[src/rtl/audio_pkg.sv]
// Shared audio definitions: sample/frame widths, transmitter state and frame bit selection.
package audio_pkg;

    localparam int unsigned SAMPLE_W   = 16;
    localparam int unsigned FRAME_BITS = 32;
    localparam int unsigned K_W        = $clog2(FRAME_BITS);

    typedef enum logic {
        PRIME = 1'b0,
        RUN   = 1'b1
    } tx_state_t;

    // Bit of W carried in BCLK period k: 31 - ((k-1) mod 32), i.e. one-period MSB delay.
    function automatic logic [K_W-1:0] frame_bit_sel(input logic [K_W-1:0] k);
        return ~(k - K_W'(1));
    endfunction

endpackage

[src/rtl/sample_fifo.sv]
// Synchronous show-ahead FIFO; a push while full is taken only alongside a pop.
module sample_fifo #(
    parameter int unsigned DEPTH = 16,
    parameter int unsigned WIDTH = 16
) (
    input  logic                     clk,
    input  logic                     rst,
    input  logic                     push,
    input  logic [WIDTH-1:0]         push_data,
    input  logic                     pop,
    output logic [WIDTH-1:0]         head,
    output logic                     full,
    output logic                     empty,
    output logic [$clog2(DEPTH):0]   level
);

    localparam int unsigned AW = $clog2(DEPTH);

    logic [WIDTH-1:0] mem [DEPTH];
    logic [AW-1:0]    wr_ptr;
    logic [AW-1:0]    rd_ptr;
    logic [AW:0]      level_q;
    logic             push_ok;
    logic             pop_ok;

    assign full    = (level_q == (AW+1)'(DEPTH));
    assign empty   = (level_q == '0);
    assign pop_ok  = pop & ~empty;
    assign push_ok = push & (~full | pop_ok);
    assign head    = mem[rd_ptr];
    assign level   = level_q;

    always_ff @(posedge clk) begin
        if (push_ok) begin
            mem[wr_ptr] <= push_data;
        end
    end

    always_ff @(posedge clk) begin
        if (rst) begin
            wr_ptr  <= '0;
            rd_ptr  <= '0;
            level_q <= '0;
        end else begin
            if (push_ok) begin
                wr_ptr <= wr_ptr + 1'b1;
            end
            if (pop_ok) begin
                rd_ptr <= rd_ptr + 1'b1;
            end
            case ({push_ok, pop_ok})
                2'b10:   level_q <= level_q + 1'b1;
                2'b01:   level_q <= level_q - 1'b1;
                default: level_q <= level_q;
            endcase
        end
    end

endmodule

[src/rtl/i2s_tx.sv]
// Mono-to-stereo I2S transmitter with priming FIFO and underrun/overflow reporting.
// Define I2S_TX_STATS_EN to build the saturating underrun/overflow counters.
module i2s_tx
    import audio_pkg::*;
#(
    parameter int unsigned CLK_DIV    = 4,
    parameter int unsigned FIFO_DEPTH = 16
) (
    input  logic                          clk,
    input  logic                          rst,
    input  logic [SAMPLE_W-1:0]           sample_in,
    input  logic                          sample_in_valid,
    output logic                          i2s_bclk,
    output logic                          i2s_lrclk,
    output logic                          i2s_sdata,
    output logic [$clog2(FIFO_DEPTH):0]   fifo_level,
    output logic                          underrun_pulse,
    output logic                          overflow_pulse,
    output logic [15:0]                   underrun_count,
    output logic [15:0]                   overflow_count
);

    localparam int unsigned DIV_W = $clog2(CLK_DIV);
    localparam int unsigned LVL_W = $clog2(FIFO_DEPTH) + 1;
    localparam logic [LVL_W-1:0] PRIME_LEVEL = LVL_W'(FIFO_DEPTH / 2);

    logic [DIV_W-1:0]      div_cnt;
    logic                  bclk_q;
    logic                  lrclk_q;
    logic                  sdata_q;
    logic [K_W-1:0]        bit_k;
    logic [FRAME_BITS-1:0] frame_w;
    tx_state_t             state;
    logic                  underrun_q;
    logic                  overflow_q;

    logic                  div_wrap;
    logic                  fall_edge;
    logic                  frame_start;
    logic                  pop_req;
    logic                  underrun_evt;
    logic                  overflow_evt;
    logic [K_W-1:0]        next_k;
    logic [FRAME_BITS-1:0] next_w;

    logic [SAMPLE_W-1:0]   fifo_head;
    logic                  fifo_full;
    logic                  fifo_empty;
    logic [LVL_W-1:0]      fifo_lvl;

    sample_fifo #(
        .DEPTH (FIFO_DEPTH),
        .WIDTH (SAMPLE_W)
    ) u_fifo (
        .clk       (clk),
        .rst       (rst),
        .push      (sample_in_valid),
        .push_data (sample_in),
        .pop       (pop_req),
        .head      (fifo_head),
        .full      (fifo_full),
        .empty     (fifo_empty),
        .level     (fifo_lvl)
    );

    // Period 1 begins on the BCLK falling edge that leaves period 0.
    assign div_wrap     = (div_cnt == DIV_W'(CLK_DIV - 1));
    assign fall_edge    = div_wrap & bclk_q;
    assign frame_start  = fall_edge & (bit_k == '0);
    assign pop_req      = frame_start & (state == RUN) & ~fifo_empty;
    assign underrun_evt = frame_start & (state == RUN) & fifo_empty;
    assign overflow_evt = sample_in_valid & fifo_full & ~pop_req;

    always_comb begin
        next_k = bit_k + 1'b1;
        next_w = frame_w;
        if (frame_start) begin
            next_w = pop_req ? {fifo_head, fifo_head} : '0;
        end
    end

    always_ff @(posedge clk) begin
        if (rst) begin
            div_cnt    <= '0;
            bclk_q     <= 1'b0;
            lrclk_q    <= 1'b0;
            sdata_q    <= 1'b0;
            bit_k      <= '0;
            frame_w    <= '0;
            state      <= PRIME;
            underrun_q <= 1'b0;
            overflow_q <= 1'b0;
        end else begin
            underrun_q <= underrun_evt;
            overflow_q <= overflow_evt;

            if (div_wrap) begin
                div_cnt <= '0;
                bclk_q  <= ~bclk_q;
            end else begin
                div_cnt <= div_cnt + 1'b1;
            end

            // Word select and data both advance only as BCLK falls.
            if (fall_edge) begin
                bit_k   <= next_k;
                lrclk_q <= next_k[K_W-1];
                sdata_q <= next_w[frame_bit_sel(next_k)];
            end

            if (frame_start) begin
                frame_w <= next_w;
                case (state)
                    PRIME: begin
                        if (fifo_lvl >= PRIME_LEVEL) begin
                            state <= RUN;
                        end
                    end
                    RUN: begin
                        if (fifo_empty) begin
                            state <= PRIME;
                        end
                    end
                    default: state <= PRIME;
                endcase
            end
        end
    end

    assign i2s_bclk       = bclk_q;
    assign i2s_lrclk      = lrclk_q;
    assign i2s_sdata      = sdata_q;
    assign fifo_level     = fifo_lvl;
    assign underrun_pulse = underrun_q;
    assign overflow_pulse = overflow_q;

`ifdef I2S_TX_STATS_EN
    logic [15:0] underrun_cnt;
    logic [15:0] overflow_cnt;

    always_ff @(posedge clk) begin
        if (rst) begin
            underrun_cnt <= '0;
            overflow_cnt <= '0;
        end else begin
            if (underrun_evt && (underrun_cnt != '1)) begin
                underrun_cnt <= underrun_cnt + 1'b1;
            end
            if (overflow_evt && (overflow_cnt != '1)) begin
                overflow_cnt <= overflow_cnt + 1'b1;
            end
        end
    end

    assign underrun_count = underrun_cnt;
    assign overflow_count = overflow_cnt;
`else
    assign underrun_count = '0;
    assign overflow_count = '0;
`endif

endmodule

[config.mk]
export PLATFORM = sky130hd
export DESIGN_NAME = i2s_tx
export DESIGN_NICKNAME = d
export VERILOG_FILES = /design/src/rtl/audio_pkg.sv /design/src/rtl/sample_fifo.sv /design/src/rtl/i2s_tx.sv
export SDC_FILE = /design/constraint.sdc
export NUM_CORES = 1
export LEC_CHECK = 0
export CAP_MARGIN = 15
export CORE_MARGIN = 1.5
export CORE_UTILIZATION = 35
export DETAILED_ROUTE_END_ITERATION = 16
export HOLD_SLACK_MARGIN = 0.12
export SYNTH_ARGS = -nofsm -noshare
export SYNTH_HDL_FRONTEND = slang
export SYNTH_SLANG_ARGS = --single-unit
[constraint.sdc]
create_clock -name clk -period 5.4 [get_ports clk]
set_input_delay 1.62 -clock clk [delete_from_list [all_inputs] [get_ports clk]]
set_output_delay 1.62 -clock clk [all_outputs]
set_load 0.03 [all_outputs]
# Yosys cells after proc, flatten, opt, wreduce, memory -nomap -nowiden
# Memory sizes are Yosys's and may differ from the RTL's. A register that Yosys moved wholly into a read port is not among the register bits.
# Cells that the tools add are included.
# classes
add_sub_neg	7
multipliers	0
div	0
n_lt_le_gt_ge	2
eq_ne	4
n_shift	0
mux	12
bitwise	16
n_reduce_logical	4
# ops
op	count
32-bit 2-to-1 mux	2
5-bit by 1-bit adder with 5-bit output (second input constant)	2
5-bit logical NOT	2
5-bit case mux with 2 select lines	1
5-bit by 1-bit subtractor with 5-bit output (second input constant)	2
1-bit AND	9
4-bit by 1-bit adder with 4-bit output (second input constant)	2
4-bit 2-to-1 mux	2
5-bit by 6-bit less-than comparator with 1-bit output (second input constant)	1
1-bit binary-select mux with 5-bit select	1
5-bit == test (second input constant)	1
5-bit by 4-bit greater-or-equal comparator with 1-bit output (second input constant)	1
1-bit 2-to-1 mux	5
1-bit inverter	5
5-bit inverter	1
2-bit == test (second input constant)	2
2-bit by 1-bit adder with 2-bit output (second input constant)	1
2-bit by 1-bit == test with 1-bit output (second input constant)	1
1-bit case mux with 2 select lines	1
2-bit nonzero test	1
2-bit OR reduction	1
1-bit bitwise OR	1
# totals
reg_bits	58
latch_bits	0
ram_bits	256
romBits	0
inputBits	19
output_inout_bits	42
elab_cells	58
memories	1
# memory_table
memory	words	word_bits	rd	rd_clocked_by_memory_dff	wr	line_no	text
u_fifo.mem	16	16	1	1	1	sample_fifo.sv:19	logic [WIDTH-1:0] mem [DEPTH];

# Depth between registers and ports, before layout
# depth
ltp_word	10
mapped_depth	14
ltp_nobuf	12

# Modules after synthesis
# From an unflattened synthesis, not the netlist that was laid out.
# hier_totals
cells_unflattened	783
area_unflattened_um2	12904.9
# by_module_without_submodules
module	instances	cells_each	area_each_um2	seq_area_each_um2
sample_fifo	1	521	10630.2	8027.7
i2s_tx	1	262	2274.7	880.8

# Least setup slack after synthesis
# Ideal clock, no wire load.
# synth_timing
path_kind	input to register
from	input port sample_in_valid
to	memory u_fifo.mem[3][0] (enable)
setup_ps	409
t_arrival_ps	3272
required_ps	4991
slack_ps	1719
stages	3
path_buffers	0
path_cell_list	a21boi_2 > nand2_1 > nor3_1
# synth_between
elab_chain_cells	3
# synth_lines
element	line_no	text
from (decl)	i2s_tx.sv:12	input logic sample_in_valid,
1-bit AND	sample_fifo.sv:29	assign push_ok = push & (~full | pop_ok);
1-bit 2-to-1 mux	sample_fifo.sv:34	if (push_ok) begin
1-bit 2-to-1 mux (not written as such)	sample_fifo.sv:35	mem[wr_ptr] <= push_data;
to (decl)	sample_fifo.sv:19	
# Every way passes these cells.

# Final worst setup path
# layout_timing
from	input port sample_in_valid
to	memory u_fifo.mem[7][10] (enable)
# Same word-level chain as after synthesis.

==> summary.md <==
| Metric | Value |
|---|---|
| Critical setup path kind | `in -> reg` |
| Post-synth top area share | `59.9%` |
| Critical-path maximum fanout | `16` |
| IO Count | `61` |
| P_leak | `4.57 nW` |
| Total Power | `5.06 mW` |
| ANT nets after route | `0` |
| Remaining DRCs | `0` |
| Final Hold Fails | `0` |
| Peak supply drop | `0.000264 V` |
| Worst Setup SP | `sample_in_valid` |
| Initial antenna violation count | `0` |
| Slew margin rel. | `27.4%` |
| Slew Limit Fails | `0` |
| Pwr/cell area | `348 nW/um^2` |
| Part of the Yosys area used for sequential elements | `69.5%` |
| FP Rows | `69` |
| PortBufs | `28` |
| Post-synth EDFFs | `256` |
| Internal | `4.01 mW` |
| Setup WS post-layout | `1.82 ns` |
| NetSw | `1.05 mW` |
| Sw frac | `20.8%` |
| Tightest Pin Transition | `1.09 ns` |
| Die area | `37800 um^2` |
| Vias post-DR | `6771` |
| CP required | `5.61 ns` |
| Routed WL per cell | `21.9 um` |
| Die X-Extent | `194 um` |
| Layout cells sized above 1 | `18.0%` |
| Post-CTS sizing | `0` |
| Synthesis-to-layout area growth | `13.4%` |
| First-pass GRT wire length | `42700 um` |
| YS warnings | `0` |
| Core area | `35800 um^2` |
| FF-to-FF setup slack | `2.01 ns` |
| Area of the multi-input gates | `3600 um^2` |
| CP endpoint | `u_fifo.mem[7][10]` |
| CTS Root Cell | `clkbuf_16` |
| Hold Crit Depth | `1` |
| Count of clock tree sinks | `317` |
| Post-DR vias/cell | `5.20` |
| DR WL met3 | `1190 um` |
| R2R depth | `8` |
| H-tree depth | `1` |
| Worst clock skew | `0.0255 ns` |
| Max Cap Viol | `0` |
| Post-CTS setup buffer count | `0` |
| RR Startpoint | `div_cnt[0]` |
| Hold Buf Count CTS | `0` |
| TritonRoute pass-1 iters | `5` |
| Worst hold path type | `reg -> reg` |
| Most used DFF post-synth | `edfxtp_1` |
| Register bit count reported by yosys | `317` |
| Clock transition at the registers of the reported paths | `0.06 ns` |
| Startpoint types | `input pin` |
| Pre-CTS setup slack | `1.18 ns` |
| Ys async rst share | `0%` |
| Highest metal used | `met4` |
| RSZ-0062 raised after global routing | `false` |
| TNS Setup | `0 ns` |
| Avg Inst Size Synth | `16.4 um^2` |
| Die Y | `194 um` |
| Clk pwr share | `43.5%` |
| Synth area leader | `edfxtp_1` |
| Violation count after the first detailed-routing iteration | `513` |
| Sequential power share | `53.0%` |
| Total wire length | `28500 um` |
| Largest net degree at the start of global routing | `58` |
| Fill cells | `3230` |
| Fin crit period | `3.58 ns` |
| M1 wire length | `12900 um` |
| Final period util | `66.2%` |
| CTS tree | `yes` |
| Fmax | `280 MHz` |
| Unique masters post-synth | `56` |
| Vias in the first global route | `6603` |
| Cells after synthesis | `784` |
| DPL Wire Length | `18600 um` |
| FF-to-FF End | `u_fifo.mem[7][10]` |
| Routability-driven placement congestion ratio | `0.828` |
| Met2 Wirelength | `13900 um` |
| Final net count | `844` |
| Clk_lat worst skew | `0.58 ns` |
| Crit path arrival time | `3.79 ns` |
| Global Route Usage Sum | `15.0%` |
| Initial Utilization | `35.8%` |
| # setup viols final | `0` |
| Finished Layout Cells | `1302` |
| Netlist Area Pre-Place | `12800 um^2` |
| Setup crit end kind | `register` |
| GRT overflow | `0` |
| Combinational share of power | `3.6%` |
| Number of instances in the placed design | `1244` |
| Status | `finished clean` |
| TritonCTS Buffers | `31` |
| Register area | `8920 um^2` |
| CTS max path bufs | `3` |
| Top cells by area, synth | `edfxtp_1 (60%), mux4_2 (11%), dfxtp_1 (9.5%)` |
[metrics by stage]
step	instance area, um^2	utilization (%)	hold WS (ns)
after floorplan	12900	-	0.404
after global placement	13500	37.7	0.412
after detailed placement	13500	37.7	0.417
after CTS	14500	40.6	0.428
after global routing	14500	40.6	0.447
final	14500	40.6	0.426
[area by class of cell]
cell class / instances / area share [%]
antenna: 1 / 0.0172
clock buffer: 36 / 5.46
clock inverter: 21 / 1.63
inverter: 10 / 0.258
multi-input combinational: 414 / 24.8
sequential: 317 / 61.3
tap: 461 / 3.96
timing repair buffer: 42 / 2.61
[kinds of logic (layout without fill, tap and decap cells)]
| kind of cell | Yosys count | count (layout) | share of synthesized area, % |
|---|---|---|---|
| compound gates | 96 | 96 | 4.97 |
| xor+xnor | 18 | 18 | 1.23 |
| other cells | 1 | 33 | 0.0292 |
| simple gates | 169 | 169 | 6.10 |
| fa+ha+maj | 9 | 9 | 0.878 |
| flops | 317 | 317 | 69.5 |
| buf+inv | 84 | 109 | 3.74 |
| mux | 90 | 90 | 13.6 |
[cell usage after synthesis, types with 10 or more instances]
cell type and n:
buf_2 11, mux4_2 63, edfxtp_1 256, nand3_1 10
mux2i_1 18, clkbuf_1 20, nor2b_1 12, a211oi_1 18
nand2_1 50, nor2_1 63, buf_4 38, dfxtp_1 61
a21oi_1 42
[critical path, stage by stage]
cell	delay (ns)
clkdlybuf4s50_1	0.57
a21boi_2	0.50
nand2_1	0.30
nor2_2	0.78
[layout by cell type, fill, tap and decap left out, types with 10 or more instances in the layout]
cell type / netlist / routed
clkbuf_16: 0 / 31
a211oi_1: 18 / 18
nand3_1: 10 / 10
a21oi_1: 42 / 42
mux4_2: 63 / 63
nand2_1: 50 / 50
nor2_2: 0 / 12
nor2b_1: 12 / 12
nor2_1: 63 / 51
mux2i_1: 18 / 18
buf_4: 38 / 14
dfxtp_1: 61 / 57
clkdlybuf4s50_1: 0 / 27
conb_1: 1 / 32
edfxtp_1: 256 / 256
clkinv_1: 1 / 10
[how the worst min path moves through the flow]
stage	from	end
after floorplan	div_cnt[0]	div_cnt[0]
after global placement	div_cnt[0]	div_cnt[0]
after detailed placement	div_cnt[0]	div_cnt[0]
after CTS	div_cnt[0]	div_cnt[0]
after global routing	div_cnt[0]	div_cnt[0]
final	div_cnt[0]	div_cnt[0]
[per-layer routing]
metal  up-vias  global-route usage, %
met5         -                      0
met1      3497                   21.4
li1       3048                      -
met4         0                   2.98
met3        35                   1.74
met2       191                   24.9
[sequential cells by signal, summed over array words and instances, names as in the netlist, 2 cells and up, named ones only]
register / flops
u_fifo.wr_ptr: 4
div_cnt: 2
u_fifo.level: 5
frame_w: 32
u_fifo.mem: 256
bit_k: 4
u_fifo.rd_ptr: 4
[power by group through the flow]
| stage | sequential (mW) | clock, mW | combinational [mW] |
|---|---|---|---|
| 3_3_place_gp | 2.73 | 0 | 0.180 |
| 2_1_floorplan | 2.73 | 0 | 0.111 |
| 5_1_grt | 2.68 | 2.32 | 0.195 |
| 3_5_place_dp | 2.73 | 0 | 0.183 |
| 4_1_cts | 2.68 | 2.24 | 0.183 |
| 6_report | 2.68 | 2.20 | 0.180 |
Power figures use the tool's default switching activity.
